## config.mk

```make
export PLATFORM = sky130hd
export DESIGN_NAME = game_state_fsm
export DESIGN_NICKNAME = d
export VERILOG_FILES = /design/src/rtl/game_state_fsm.sv
export SDC_FILE = /design/constraint.sdc
export NUM_CORES = 1
export LEC_CHECK = 0
export ABC_AREA = 1
export BUFFER_PORTS_ARGS = -buffer_cell sky130_fd_sc_hd__buf_4
export CORE_ASPECT_RATIO = 1.5
export CORE_MARGIN = 3
export CORE_UTILIZATION = 64
export DETAILED_ROUTE_END_ITERATION = 10
export HOLD_SLACK_MARGIN = 0.12
export PLACE_DENSITY = 0.87
export SYNTH_ARGS = -nofsm -noshare
export SYNTH_HDL_FRONTEND = slang
export SYNTH_SLANG_ARGS = --single-unit
```

## constraint.sdc

```tcl
create_clock -name clk -period 5.2 [get_ports clk]
set_input_delay 1.04 -clock clk [delete_from_list [all_inputs] [get_ports clk]]
set_output_delay 1.04 -clock clk [all_outputs]
set_load 0.01 [all_outputs]
```

## src/rtl/game_state_fsm.sv

```systemverilog
// Pong match sequencer: MENU_START -> SERVE -> PLAY -> GAME_OVER, with point/win detection.
// Optional `GAME_OVER_TIMEOUT_EN: GAME_OVER returns to MENU_START after OVER_TICKS ticks.
module game_state_fsm #(
    parameter logic [3:0] WIN_SCORE   = 4'd9,
    parameter int         SERVE_TICKS = 120,
    parameter int         OVER_TICKS  = 600
) (
    input  logic       clk,
    input  logic       rst_n,
    input  logic       timing_tick,
    input  logic       start_btn,
    input  logic [3:0] player1_score,
    input  logic [3:0] player2_score,
    output logic [1:0] state,
    output logic [1:0] winner,
    output logic       ball_reset,
    output logic       serve_left
);
    typedef enum logic [1:0] {
        MENU_START = 2'd0,
        SERVE      = 2'd1,
        PLAY       = 2'd2,
        GAME_OVER  = 2'd3
    } state_t;

    // A zero tick count behaves like one tick.
    localparam logic [15:0] SERVE_LAST = (SERVE_TICKS <= 1) ? 16'd0 : 16'(SERVE_TICKS - 1);
    localparam logic [15:0] OVER_LAST  = (OVER_TICKS <= 1)  ? 16'd0 : 16'(OVER_TICKS - 1);

    state_t      state_q;
    logic [1:0]  winner_q;
    logic        ball_reset_q;
    logic        serve_left_q;
    logic [15:0] cnt_q;
    logic        start_q;
    logic [3:0]  p1_prev_q;
    logic [3:0]  p2_prev_q;
    logic        p1_pt_q;
    logic        p2_pt_q;

    logic start_press_d;
    logic p1_win_d;
    logic p2_win_d;

    assign start_press_d = start_btn & ~start_q;
    // Prev registers already hold the score that produced the registered point flag.
    assign p1_win_d = (p1_prev_q >= WIN_SCORE);
    assign p2_win_d = (p2_prev_q >= WIN_SCORE);

    always_ff @(posedge clk or negedge rst_n) begin
        if (!rst_n) begin
            state_q      <= MENU_START;
            winner_q     <= 2'b00;
            ball_reset_q <= 1'b0;
            serve_left_q <= 1'b0;
            cnt_q        <= 16'd0;
            start_q      <= 1'b0;
            p1_prev_q    <= 4'd0;
            p2_prev_q    <= 4'd0;
            p1_pt_q      <= 1'b0;
            p2_pt_q      <= 1'b0;
        end else begin
            start_q      <= start_btn;
            p1_prev_q    <= player1_score;
            p2_prev_q    <= player2_score;
            p1_pt_q      <= (player1_score > p1_prev_q);
            p2_pt_q      <= (player2_score > p2_prev_q);
            ball_reset_q <= 1'b0;

            case (state_q)
                MENU_START: begin
                    winner_q <= 2'b00;
                    if (start_press_d) begin
                        state_q      <= SERVE;
                        ball_reset_q <= 1'b1;
                        serve_left_q <= 1'b0;
                        cnt_q        <= 16'd0;
                    end
                end
                SERVE: begin
                    if (timing_tick) begin
                        if (cnt_q == SERVE_LAST) begin
                            state_q <= PLAY;
                        end else if (cnt_q != 16'hFFFF) begin
                            cnt_q <= cnt_q + 16'd1;
                        end
                    end
                end
                PLAY: begin
                    if (p1_pt_q || p2_pt_q) begin
                        cnt_q <= 16'd0;
                        if (p1_win_d || p2_win_d) begin
                            state_q  <= GAME_OVER;
                            winner_q <= {p2_win_d, p1_win_d};
                        end else begin
                            state_q      <= SERVE;
                            ball_reset_q <= 1'b1;
                            if (p1_pt_q && !p2_pt_q) begin
                                serve_left_q <= 1'b1;
                            end else if (p2_pt_q && !p1_pt_q) begin
                                serve_left_q <= 1'b0;
                            end
                        end
                    end
                end
                GAME_OVER: begin
                    if (start_press_d) begin
                        state_q  <= MENU_START;
                        winner_q <= 2'b00;
                    end else if (timing_tick) begin
`ifdef GAME_OVER_TIMEOUT_EN
                        if (cnt_q == OVER_LAST) begin
                            state_q  <= MENU_START;
                            winner_q <= 2'b00;
                        end else begin
                            cnt_q <= cnt_q + 16'd1;
                        end
`else
                        // No timeout exit: the count just saturates at the timeout value.
                        if (cnt_q != OVER_LAST) begin
                            cnt_q <= cnt_q + 16'd1;
                        end
`endif
                    end
                end
                default: state_q <= MENU_START;
            endcase
        end
    end

    assign state      = state_q;
    assign winner     = winner_q;
    assign ball_reset = ball_reset_q;
    assign serve_left = serve_left_q;
endmodule
```

==> run summary <==
Post-Syn Instances = 319
Via density = 5.54
Clock-pin transition on the worst setup and hold timing paths = 70 ps
Startpoint types = register
Dpl cells = 372
Switching share of power = 38.8%
R2R cell count = 8
Worst Path Arrival = 2840 ps
Critical path's most frequent cell = nand2_1
Pleak = 1.25 nW
Ys async rst share = 100%
Share of cells above drive strength 1 = 12.9%
Initial antenna violation count = 0
Initial cell density of the core = 69.3%
Diodes inserted = 0
Post-synthesis sequential area ratio = 36.3%
Clk network pwr share = 24.2%
Avg WL per Cell = 12.8 µm
Synth Net Count = 346
Initial DRC Count = 83
P&R area growth vs syn = 9.85%
Pre-antenna DRT Iters = 4
Hold path endpoint = winner[0]
Mapped Avg Cell Area = 7.13 µm²
Rows = 25
Sink Count = 33
Worst skew pair latency = 280 ps
Fmax = 0.374 GHz
CP Cell Sequence = inv_1, ha_1, nor2_1, inv_2, a21oi_4, nand3_4, nand2_1, nand2_1
Hold Path Class = register to register
Residual DRC = 0
Reg2reg setup slack = 2520 ps
P per Cell Area = 310 mW/mm²
Crit-path max FO = 17
Setup Skew = 8.79 ps
Largest net degree at the start of global routing = 34
Num ports = 18
Detailed Route WL = 4870 µm
Max VDD drop = 0.318 mV
PortBufs = 17
Die Ht = 79.0 µm
Slew Limit Fails = 0
Worst R2R End = cnt_q[7]
Number of synthesized flops with an enable pin = 0
# H-tree levels = 2
DP Worst Slack = 2560 ps
Resized cells post-CTS = 0
Hold_sp = winner[0]
DR vias = 2105
Design area = 0.00250 mm²
Core Box Area = 0.00328 mm²
TritonCTS Buffers = 5
Layout Nets = 366
Combinational power share = 34.3%
Synth Warn # = 0
Fin crit share = 51.5%
Crit-path max cell delay = 560 ps
Congestion Overflow GR = 0
Hold Buf Count CTS = 0
First-pass GRT wire length = 8310 µm
Reg2reg start = state[1]
Antenna Nets Post-Route = 0
Synthesized flop and latch total = 33
Final Setup Violations = 0
Setup TNS = 0 ps
RePlAce Congestion = 0.905
Max Cap Viol = 0
Slew @ Worst Pin = 706 ps
CTS tree = built
Cell Int Power = 0.000474 W
Switching pwr = 0.000301 W
Crit path time final = 2680 ps
Critical path required time = 5370 ps
Most frequent cells in the layout = nand2_1, nor2_1, inv_1
Post-CTS Setup Repair Bufs = 0
Cell variety after synth = 28
Die ar. = 0.00432 mm²
Path type of the worst setup path = register to register
Die width = 54.7 µm
Final Non-Filler Cells = 380
Worst path slowest cell = nor2_1
Endpoints failing hold = 0
Worst setup margin = 2520 ps
Syn Std Cell Area = 0.00227 mm²
Unrepaired setup endpoints after global routing = no
Hold path depth = 2
DP Area = 0.00241 mm²
Status = finished, final reports clean
Hold Slack = 507 ps
Relative slew slack = 52.8%
Root Driver = clkbuf_8
Sequential fraction of design power = 41.5%
Ys flop type = dfrtp_1
Vias in the first global route = 2051
Post-detail-place hpwl = 3820 µm
CTS max path bufs = 2
GRT Overall Usage = 25.8%
Critical Path Sink Type = register
Most common cell after layout, fill and taps aside = nand2_1
-- cell usage after synthesis (3+ instances only) --
library cell / instances / share of area [%]
nand3_2: 7 / 3.1
nand2_2: 4 / 1.1
a21oi_1: 8 / 1.8
nand3_1: 19 / 4.2
inv_1: 38 / 6.3
nor2_4: 4 / 2.0
nor3_1: 3 / 0.66
nor2_1: 48 / 7.9
o21ai_0: 15 / 3.3
dfrtp_1: 33 / 36
ha_1: 15 / 8.3
o21a_1: 4 / 1.3
nand2_1: 101 / 17
-- final cells by class --
| type | instances | area, µm² |
|---|---|---|
| clock buffers | 7 | 76.3 |
| clock inverters | 1 | 7.51 |
| fillers | 261 | 786 |
| inverters | 40 | 150 |
| multi-input cells | 242 | 1260 |
| flip-flops and latches | 33 | 826 |
| well taps | 40 | 50.0 |
| repair buffers | 17 | 128 |
-- routing by layer --
layer  global-route usage, %  vias up  routed length (µm)
li1                        -     1046                   -
met5                       0        -                   0
met3                    4.69       17                 202
met1                    26.5      985                1840
met4                    13.7        0                 206
met2                    46.2       57                2610
-- power by group through the flow --
stage / Sequential (W) / Clock, W / Combinational [W]
floorplan: 0.000319 / 0 / 0.000214
global placement: 0.000324 / 0 / 0.000258
detailed placement: 0.000325 / 0 / 0.000264
CTS: 0.000320 / 0.000190 / 0.000267
global route: 0.000325 / 0.000204 / 0.000297
finish: 0.000321 / 0.000188 / 0.000266
-- how the worst max path moves through the flow --
| stage | startpoint | endpoint | slack, ps |
|---|---|---|---|
| 2_1_floorplan | start_btn | cnt_q[5] | 3130 |
| 3_3_place_gp | start_btn | cnt_q[9] | 2630 |
| 3_5_place_dp | state[1] | cnt_q[6] | 2560 |
| 4_1_cts | state[1] | cnt_q[6] | 2540 |
| 5_1_grt | state[1] | cnt_q[6] | 2240 |
| 6_report | state[1] | cnt_q[7] | 2520 |
-- per-stage QoR --
step | total power [W] | utilization [%]
final | 0.000775 | 76.1
after global routing | 0.000827 | 76.1
after CTS | 0.000777 | 76.1
after detailed placement | 0.000590 | 73.5
after global placement | 0.000583 | 73.5
after floorplan | 0.000533 | -
-- sequential cells by signal, indices dropped and copies added, names as in the netlist --
signal	flops
start_q	1
winner	2
p1_prev_q	4
state	2
serve_left	1
p2_prev_q	4
p1_pt_q	1
ball_reset	1
cnt_q	16
p2_pt_q	1
-- cell families after synthesis --
group	Yosys count	share of synthesized area (%)
simple gates	191	37.5
buf+inv	44	8.25
compound gates	35	9.30
flops	33	36.3
fa+ha+maj	15	8.25
xor+xnor	1	0.385
-- worst max-delay path: cells and delay by family (launching register included) --
kind,cells,cell delay [ps]
and+or+nand+nor,4,1030
adders and majority gates,1,240
DFF,1,450
AOI/OAI and AO/OA,1,540
buffers and inverters,2,280
Note: power is estimated with default switching activity, not from simulation.
